==> src/rtl/osc_edge_meter.sv <==
`default_nettype none
// ============================================================================
//  Module   : osc_edge_meter
//  Purpose  : Counts rising edges of an asynchronous (e.g. self-oscillating)
//             signal over a fixed gate window of clk cycles and reports the
//             saturating count with a one-cycle done strobe.
//  Ports    : clk      - system clock, rising edge
//             rst      - synchronous reset, active-high
//             osc_in   - asynchronous signal under measurement
//             start    - measurement request (level, sampled in IDLE)
//             busy     - high while the gate window is open
//             done     - one-cycle strobe, count/overflow just updated
//             count    - rising edges seen in the last window (saturating)
//             overflow - last window's edge total exceeded 2^CNT_W-1
//  Revision : 1.0 - initial release
// ============================================================================
module osc_edge_meter #(
    parameter int SYNC_STAGES = 2,
    parameter int GATE_CYCLES = 1000,
    parameter int CNT_W       = 16
) (
    input  logic             clk,
    input  logic             rst,
    input  logic             osc_in,
    input  logic             start,
    output logic             busy,
    output logic             done,
    output logic [CNT_W-1:0] count,
    output logic             overflow
);

    // Gate counter runs 0..GATE_CYCLES-1 while in MEASURE.
    localparam int                GATE_W    = (GATE_CYCLES > 1) ? $clog2(GATE_CYCLES) : 1;
    localparam logic [GATE_W-1:0] GATE_LAST = GATE_W'(GATE_CYCLES - 1);
    localparam logic [CNT_W-1:0]  CNT_MAX   = '1;

    typedef enum logic [1:0] {
        ST_IDLE    = 2'd0,
        ST_MEASURE = 2'd1,
        ST_REPORT  = 2'd2
    } state_t;

    state_t             state_q, state_d;
    logic [SYNC_STAGES-1:0] sync_q;
    logic               prev_q;
    logic               osc_s;
    logic               rise;
    logic [GATE_W-1:0]  gate_q, gate_d;
    logic [CNT_W-1:0]   edge_q, edge_d;
    logic               ovf_q, ovf_d;
    logic [CNT_W-1:0]   count_q, count_d;
    logic               overflow_q, overflow_d;

    assign osc_s = sync_q[SYNC_STAGES-1];
    // prev_q tracks osc_s every cycle, including IDLE, so the first MEASURE
    // cycle compares against a real previous sample and sees no false edge.
    assign rise  = osc_s & ~prev_q;

    always_ff @(posedge clk) begin
        if (rst) begin
            sync_q     <= '0;
            prev_q     <= 1'b0;
            state_q    <= ST_IDLE;
            gate_q     <= '0;
            edge_q     <= '0;
            ovf_q      <= 1'b0;
            count_q    <= '0;
            overflow_q <= 1'b0;
        end else begin
            sync_q     <= {sync_q[SYNC_STAGES-2:0], osc_in};
            prev_q     <= osc_s;
            state_q    <= state_d;
            gate_q     <= gate_d;
            edge_q     <= edge_d;
            ovf_q      <= ovf_d;
            count_q    <= count_d;
            overflow_q <= overflow_d;
        end
    end

    always_comb begin
        state_d    = state_q;
        gate_d     = gate_q;
        edge_d     = edge_q;
        ovf_d      = ovf_q;
        count_d    = count_q;
        overflow_d = overflow_q;
        busy       = 1'b0;
        done       = 1'b0;
        case (state_q)
            ST_IDLE: begin
                gate_d = '0;
                edge_d = '0;
                ovf_d  = 1'b0;
                if (start) begin
                    state_d = ST_MEASURE;
                end
            end
            ST_MEASURE: begin
                busy   = 1'b1;
                gate_d = gate_q + 1'b1;
                if (rise) begin
                    if (edge_q == CNT_MAX) begin
                        ovf_d = 1'b1;
                    end else begin
                        edge_d = edge_q + 1'b1;
                    end
                end
                // Load results from the next-state values so a rise in the
                // final MEASURE cycle is still included.
                if (gate_q == GATE_LAST) begin
                    state_d    = ST_REPORT;
                    count_d    = edge_d;
                    overflow_d = ovf_d;
                end
            end
            ST_REPORT: begin
                done    = 1'b1;
                state_d = ST_IDLE;
            end
            default: begin
                state_d = ST_IDLE;
            end
        endcase
    end

    assign count    = count_q;
    assign overflow = overflow_q;

endmodule
`default_nettype wire

==> config.mk <==
export PLATFORM = sky130hd
export DESIGN_NAME = osc_edge_meter
export DESIGN_NICKNAME = d
export VERILOG_FILES = /design/src/rtl/osc_edge_meter.sv
export SDC_FILE = /design/constraint.sdc
export NUM_CORES = 1
export LEC_CHECK = 0
export ABC_AREA = 0
export CORE_UTILIZATION = 51
export CTS_BUF_LIST = sky130_fd_sc_hd__clkbuf_16
export DETAILED_ROUTE_END_ITERATION = 10
export PLACE_DENSITY = 0.75
export SETUP_SLACK_MARGIN = 0.2
export SKIP_LAST_GASP = 1
export SYNTH_ARGS = -nofsm -noshare
export SYNTH_HDL_FRONTEND = slang
export SYNTH_SLANG_ARGS = --single-unit
==> constraint.sdc <==
create_clock -name clk -period 2 [get_ports clk]
set_clock_uncertainty 0.05 [all_clocks]
set_input_delay 0.4 -clock clk [delete_from_list [all_inputs] [get_ports clk]]
set_output_delay 0.4 -clock clk [all_outputs]
set_load 0.02 [all_outputs]
After elaboration in Yosys (flattened, before gate mapping)
Index checks and enable logic that the tools add are counted.
Cells by class
  add/sub/neg operators: 2
  multiply operators: 0
  divide/modulo/power cells: 0
  $lt $le $gt $ge: 0
  eq/ne operators: 6
  shift operators: 0
  muxes and demuxes: 12
  bitwise operators: 2
  reductions and logical operators: 4
Operators with widths (count)
  16-bit 2-to-1 mux: 2
  16-bit case mux with 2 select lines: 1
  10-bit case mux with 2 select lines: 1
  16-bit by 1-bit adder with 16-bit output (second input constant): 1
  16-bit == test (second input constant): 1
  10-bit by 1-bit adder with 10-bit output (second input constant): 1
  10-bit == test (second input constant): 1
  1-bit 2-to-1 mux: 4
  2-bit 2-to-1 mux: 2
  2-bit != test (second input constant): 2
  2-bit case mux with 2 select lines: 1
  2-bit AND reduction: 2
  2-bit by 1-bit == test with 1-bit output (second input constant): 1
  2-bit == test (second input constant): 1
  2-bit logical NOT: 1
  1-bit case mux with 2 select lines: 1
  2-bit nonzero test: 1
  1-bit AND: 1
  1-bit inverter: 1
Storage, ports and cells
  flip-flop bits (word level): 49
  bits in latches: 0
  memory bits (writable): 0
  memory bits (read-only): 0
  bits of input ports: 4
  output and inout bits: 19
  word-level logic and storage cells: 34
  memories kept: 0

Depth between registers and ports, before layout
Gate-level depths: netlist of the first run.
  depth after elaboration: 4
  mapped depth: 7
  mapped depth without buffers: 6

Worst setup path before layout of the first run
Ideal clock, no wire load.
  path type: reg-to-reg
  start point: reg edge_q[0]
  end point: reg count_q[0], in the netlist count[0]
  library setup time: 0.086 ns
  data arrival time: 1.875 ns
  required time: 1.864 ns
  path slack: -0.011 ns
  cell stages (with the launch flop): 8
  buffers on the path: 1
  period minus slack after synthesis: 2.011 ns
  path through: dfxtp_1 > ha_1 > nand4_2 > or4_4 > and2_0 > buf_2 > xnor2_1 > a211oi_1
On the way
  cells in the longest elaborated chain, start to end: 3
  elaborated cells on any way between the ends: 4
  those cells by class: add/sub (1); eq/ne (1); mux (2)
Ends and longest elaborated chain
  start: declaration: line 49  | logic [CNT_W-1:0] edge_q, edge_d;
  start signal: assignment: line 74  | edge_q <= edge_d;
  16-bit by 1-bit adder with 16-bit output / 16-bit == test (equally long branches): line 106, 103
  16-bit 2-to-1 mux: line 103  | if (edge_q == CNT_MAX) begin
  16-bit 2-to-1 mux *: line 102  | if (rise) begin
  end signal: assignment: line 76  | count_q <= count_d;
  end: declaration: line 51  | logic [CNT_W-1:0] count_q, count_d;
Mark *: on every way between the ends. The rest lies on a longest branch, timed or not.
A chain may end at the register's enable or synchronous reset.

Worst setup path after layout of the first run
  start point: reg edge_q[15]
  end point: reg count_q[1], in the netlist count[1]
On the way
  cells in the longest elaborated chain, start to end: 3
Ends and longest elaborated chain (line)
  16-bit == test: 103
  16-bit 2-to-1 mux: 103
  16-bit 2-to-1 mux: 102
Every way passes these cells.

==> impl_metrics.tcl, run 1 <==
set metrics [dict create \
    status "finished clean" \
    antenna_cells 0 \
    syn_inst 281 \
    cts_tree "built" \
    grt_overflow 0 \
    final.period_utilization_pct 93.81 \
    dr.first_iter.drc_count 185 \
    synth_most_common_cell "dfxtp_1" \
    start_util_pct 53.54 \
    ir_drop_v 0.0005186 \
    ys_seq_elements 49 \
    synth_compound_area_share_pct 14.18 \
    coreArea_um2 4384 \
    hp-start "sync_q[0]$_SDFF_PP0_" \
    maxSlewHeadroom_pct 76.73 \
    yosysTopAreaCell "dfxtp_1" \
    cellPowerDensity_nw_per_um2 613.9 \
    synth_xor_area_share_pct 7.090 \
    grt_pass1_wl_um 9867 \
    dpl_cell_area_um2 2735 \
    multi_input_area_um2 1376 \
    route.detailed.drc 0 \
    synth_top_area_share_pct 41.79 \
    synth.area.top_cells "dfxtp_1 42%, nor2_1 6.7%, a211oi_1 3.8%, xor2_1 3.7%, nand3_1 3.6%" \
    timing.rr.end "count[1]$_SDFFE_PP0P_" \
    dp_slack_ns 0.04733 \
    grtUsageTotal_pct 25.15 \
    yosys.area_share.simple_pct 31.34 \
    synth_cell_types 47 \
    tightest_slew_ns 0.3462 \
    nets 330 \
    crit_path_start_kind "flop" \
    ioPinCount 23 \
    die_area_um2 4878 \
    num_rows 24 \
    maxCapViolations 0 \
    p_total_mw 1.853 \
    hold_violations 0 \
    fp.dieW_um 69.84 \
    cts_buffers 5 \
    place_congestion 0.9101 \
    synth_top_family_by_area "simple AND/OR/NAND/NOR gates" \
    syn_area_um2 2347 \
    rsz0062_at_grt "true" \
    p_leak_nw 0.9975 \
    synth_warnings 0 \
    drive_gt1_share_pct 19.75 \
    clk_path_buf_depth 2 \
    grt_pass1_vias 2083 \
    yosys-top-cells-count "49 x dfxtp_1, 42 x nor2_1, 17 x nand3_1" \
    routed_wl_um 5711 \
    via_per_inst 5.777 \
    hold_buffers 0 \
    portBuffers 22 \
    max_freq_mhz 533.0 \
    synth_mux_area_share_pct 1.706 \
    post-route-min-period_ns 1.876 \
    placedCellCount 359 \
    finish.utilization_pct 68.84 \
    hold_path_end "sync_q[1]$_SDFF_PP0_" \
    crit_required_ns 2.15 \
    synthAdderAreaFrac_pct 1.066 \
    reg2reg_slack_ns 0.12 \
    cts.htree.levels 2 \
    seqCellArea_um2 1001 \
    syn_to_final_growth_pct 28.57 \
    syn-num-nets 287 \
    ys.flop_type "dfxtp_1" \
    drtAntennaViolNets 0 \
    cp.arrival_ns 2.03 \
    fin_cells 376 \
    clkTransAtPathRegs_ns 0.06 \
    postSynthAreaPerCell_um2 8.353 \
    nFillCells 359 \
    grt_start_max_net_pins 24 \
    clkLatencyLatePin_ns 0.29 \
    firstDrtPassIters 4 \
    maxSlewViolCount 0 \
    finalSetupViolCount 0 \
    path_class "reg2reg" \
    dpl.hpwl_um 3820 \
    fin_ws_ns 0.1238 \
    hold_ws_ns 0.3951 \
    worst-path-max-fanout 5 \
    cts_root_buf "clkbuf_16" \
    async_reset_ff_share_pct 0 \
    hp-class "reg2reg" \
    synth_edf_count 0 \
    fin_area_um2 3018 \
    antenna_found_initial 0 \
    die_h_um 69.84 \
    via_count 2172 \
    seq_area_frac_synth_pct 41.79 \
    routedWlPerCell_um 15.19 \
    r2r_cells 5 \
    setup-tns-final_ns 0 \
    clock_sinks 49 \
    hold_depth 1 \
    end_kind "flop" \
    rr_startpoint "edge_q[15]$_SDFFE_PP0P_" \
]
[placed cells by master, fill, tap and decap left out, drive strengths merged, types with 6 or more instances in the layout]
cell type / instances
dfxtp: 49
xnor2: 9
nand2: 15
or3: 6
nand3: 17
nand4: 9
nor2: 42
xor2: 10
clkdlybuf4s50: 20
buf: 28
o21ai: 10
nor3: 11
a21oi: 16
a211oi: 12
[worst max-delay path, cell delays in order (launching register included)]
cell	delay [ns]
dfxtp_2	0.38
nand4_1	0.16
or4_4	0.61
and2_4	0.18
mux2i_1	0.15
a211oi_2	0.26
[cell type report]
class | count | share of cell area, %
tap | 52 | 2.156
inverter | 2 | 0.2488
sequential | 49 | 33.17
clock inverter | 2 | 0.2488
multi-input combinational | 216 | 45.61
timing repair buffer | 50 | 14.43
clock buffer | 5 | 4.146
[cells by family (layout without fill, tap and decap cells)]
| family | count (synthesis) | count (layout) |
|---|---|---|
| and+or+nand+nor | 137 | 137 |
| AOI/OAI and AO/OA | 54 | 54 |
| DFF | 49 | 49 |
| xor gates and xnor gates | 19 | 19 |
| buffers and inverters | 16 | 59 |
| muxes | 4 | 4 |
| adders and majority gates | 2 | 2 |
[flip-flops by register name, indices dropped and copies added, names as in the netlist]
name,count
count,16
edge_q,16
gate_q,10
overflow,1
ovf_q,1
prev_q,1
state_q,2
sync_q,2
[per-layer routing]
metal	routed length, um	vias up	global-route usage [%]
met3	268	12	5.378
met2	2739	56	39.85
met1	2588	1004	32.97
met4	115	0	10.89
met5	0	-	0
li1	-	1100	-
[where the power goes]
group / total (mW) / switching (mW) / internal [mW]
Sequential: 0.985 / 0.00671 / 0.978
Clock: 0.790 / 0.343 / 0.448
Combinational: 0.0778 / 0.0450 / 0.0328
Total: 1.85 / 0.394 / 1.46
[repair_timing]
| action | CTS | global route |
|---|---|---|
| buffers inserted | 5 | 5 |
| endpoints found under the setup margin | 20 | 24 |
| pin swaps | 5 | 4 |
| resized for setup | 13 | 16 |
[worst max-delay path by stage]
stage                                  from                     end  slack (ns)  cells after the start
floorplan            edge_q[1]$_SDFFE_PP0P_  edge_q[8]$_SDFFE_PP0P_        0.19                      6
global placement     edge_q[1]$_SDFFE_PP0P_  edge_q[8]$_SDFFE_PP0P_        0.15                      6
detailed placement  edge_q[11]$_SDFFE_PP0P_   count[1]$_SDFFE_PP0P_        0.05                      5
CTS                 state_q[0]$_SDFFE_PP0P_                    busy         0.1                      3
global route        edge_q[14]$_SDFFE_PP0P_   count[1]$_SDFFE_PP0P_        0.09                      5
finish              edge_q[15]$_SDFFE_PP0P_   count[1]$_SDFFE_PP0P_        0.12                      5
Power figures use the tool's default switching activity.
==> run 2, diff against run 1 <==
Settings changed: SETUP_SLACK_MARGIN 0.2 to 0.1.
==> run 2 against run 1 <==
Effect of this change: cell area increased by 0.91%; register-to-register slack got worse by 0.09 ns; via count increased by 3.2%; flip-flop and latch count unchanged; combinational power decreased by 0.8%; global-route usage decreased by 0.81 points; clock power increased by 17%; fmax decreased by 4.4%; largest cell class unchanged; highest routed layer unchanged.
==> impl_metrics.tcl, run 2 (synthesis gave the netlist of run 1 again) <==
set metrics [dict create \
    maxSlewHeadroom_pct 65.66 \
    die_area_um2 4878 \
    cts_buffers 5 \
    syn_to_final_growth_pct 29.74 \
    grt_pass1_vias 2143 \
    fin_cells 378 \
    cts_root_buf "clkbuf_16" \
    end_kind "flop" \
    drive_gt1_share_pct 17.18 \
    placedCellCount 366 \
    antenna_cells 0 \
    p_total_mw 1.989 \
    fp.dieW_um 69.84 \
    routedWlPerCell_um 15.50 \
    drtAntennaViolNets 0 \
    via_per_inst 5.929 \
    max_freq_mhz 509.5 \
    via_count 2241 \
    cts.htree.levels 2 \
    final.period_utilization_pct 98.13 \
    nets 331 \
    p_leak_nw 1.039 \
    multi_input_area_um2 1361 \
    clkTransAtPathRegs_ns 0.06 \
    num_rows 24 \
    ioPinCount 23 \
    crit_slowest_cell "or3_4" \
    cts_tree "built" \
    cp.arrival_ns 2.14 \
    routed_wl_um 5859 \
    crit_required_ns 2.17 \
    finalSetupViolCount 0 \
    hold_path_end "sync_q[1]$_SDFF_PP0_" \
    die_h_um 69.84 \
    grtUsageTotal_pct 24.35 \
    path_class "reg2reg" \
    tightest_slew_ns 0.5104 \
    clkLatencyLatePin_ns 0.28 \
    dr.first_iter.drc_count 99 \
    hold_violations 0 \
    reg2reg_slack_ns 0.04 \
    place_congestion 0.9161 \
    clock_sinks 49 \
    path_cells "ha_4 -> nand4_4 -> or3_4 -> or2_4 -> or4_4 -> o21ai_2" \
    post-route-min-period_ns 1.963 \
    rr_startpoint "edge_q[0]$_SDFFE_PP0P_" \
    rsz0062_at_grt "true" \
    status "finished clean" \
    firstDrtPassIters 4 \
    timing.rr.end "edge_q[8]$_SDFFE_PP0P_" \
    start_util_pct 53.54 \
    grt_overflow 0 \
    r2r_cells 6 \
    hp-start "sync_q[0]$_SDFF_PP0_" \
    grt_pass1_wl_um 9611 \
    cellPowerDensity_nw_per_um2 653.1 \
    hold_depth 1 \
    dpl.hpwl_um 3923 \
    ir_drop_v 0.0004165 \
    clk_path_buf_depth 2 \
    layout_common_cells "46 x dfxtp_1, 41 x nor2_1, 27 x buf_4" \
    coreArea_um2 4384 \
    cpPeakStageDelay_ns 0.44 \
    seqCellArea_um2 989.7 \
    crit_path_start_kind "flop" \
    final_common_cell "dfxtp_1" \
    grt_start_max_net_pins 24 \
    maxCapViolations 0 \
    nFillCells 349 \
    antenna_found_initial 0 \
    portBuffers 22 \
    maxSlewViolCount 0 \
    hp-class "reg2reg" \
    worst-path-max-fanout 4 \
    route.detailed.drc 0 \
]
-- run 2: stage by stage --
| stage | setup WS, ns | setup TNS (ns) | utilization (%) | hold slack (ns) | instance area [um^2] |
|---|---|---|---|---|---|
| 6_report | 0.03745 | 0 | 69.46 | 0.3983 | 3045 |
| 3_3_place_gp | 0.1049 | 0 | 63.33 | 0.3727 | 2776 |
| 3_5_place_dp | 0.03698 | 0 | 63.33 | 0.3824 | 2776 |
| 5_1_grt | -0.02377 | -0.04706 | 69.46 | 0.4228 | 3045 |
| 4_1_cts | 0.09944 | 0 | 67.55 | 0.4011 | 2962 |
| 2_1_floorplan | 0.1286 | 0 | - | 0.3638 | 2362 |
-- run 2: worst max path at each step --
| stage | from | endpoint | slack [ns] | depth (start not counted) |
|---|---|---|---|---|
| final | edge_q[0]$_SDFFE_PP0P_ | edge_q[8]$_SDFFE_PP0P_ | 0.04 | 6 |
| after global routing | edge_q[0]$_SDFFE_PP0P_ | edge_q[8]$_SDFFE_PP0P_ | -0.02 | 6 |
| after CTS | edge_q[0]$_SDFFE_PP0P_ | edge_q[8]$_SDFFE_PP0P_ | 0.1 | 6 |
| after detailed placement | edge_q[0]$_SDFFE_PP0P_ | count[1]$_SDFFE_PP0P_ | 0.04 | 6 |
| after global placement | edge_q[0]$_SDFFE_PP0P_ | edge_q[8]$_SDFFE_PP0P_ | 0.10 | 6 |
| after floorplan | edge_q[0]$_SDFFE_PP0P_ | count[0]$_SDFFE_PP0P_ | 0.13 | 7 |
-- run 2: worst max-delay path: cells and delay by family, from the launching register on --
kind / cells / cell delay (ns)
simple gates: 4 / 1.27
flops: 1 / 0.37
fa+ha+maj: 1 / 0.15
compound gates: 1 / 0.06
-- run 2: cell type report --
class	instances	share of cell area, %
timing repair buffer	51	15.08
sequential	49	32.50
clock buffer	5	4.108
clock inverter	3	1.233
inverter	2	0.2465
tap	52	2.136
multi-input combinational	216	44.70
-- run 2: power by group --
group / switching (mW) / leakage (nW) / internal [mW] / total (mW)
Sequential: 0.00659 / 0.397 / 0.979 / 0.986
Clock: 0.345 / 0.0826 / 0.581 / 0.926
Combinational: 0.0454 / 0.559 / 0.0319 / 0.0772
-- run 2: timing repair --
action,CTS,global route
gates resized for setup,8,12
setup endpoints to repair,10,12
pin swaps,1,9
gates cloned,0,0
hold buffers,0,0
setup buffers,0,4
-- run 2: metal layers --
| layer | global-route usage, % | vias up | share of wire, % |
|---|---|---|---|
| li1 | - | 1101 | - |
| met1 | 29.92 | 1059 | 43 |
| met2 | 41.13 | 66 | 49 |
| met3 | 5.233 | 15 | 5.2 |
| met4 | 10.00 | 0 | 2.3 |
| met5 | 0 | - | 0 |
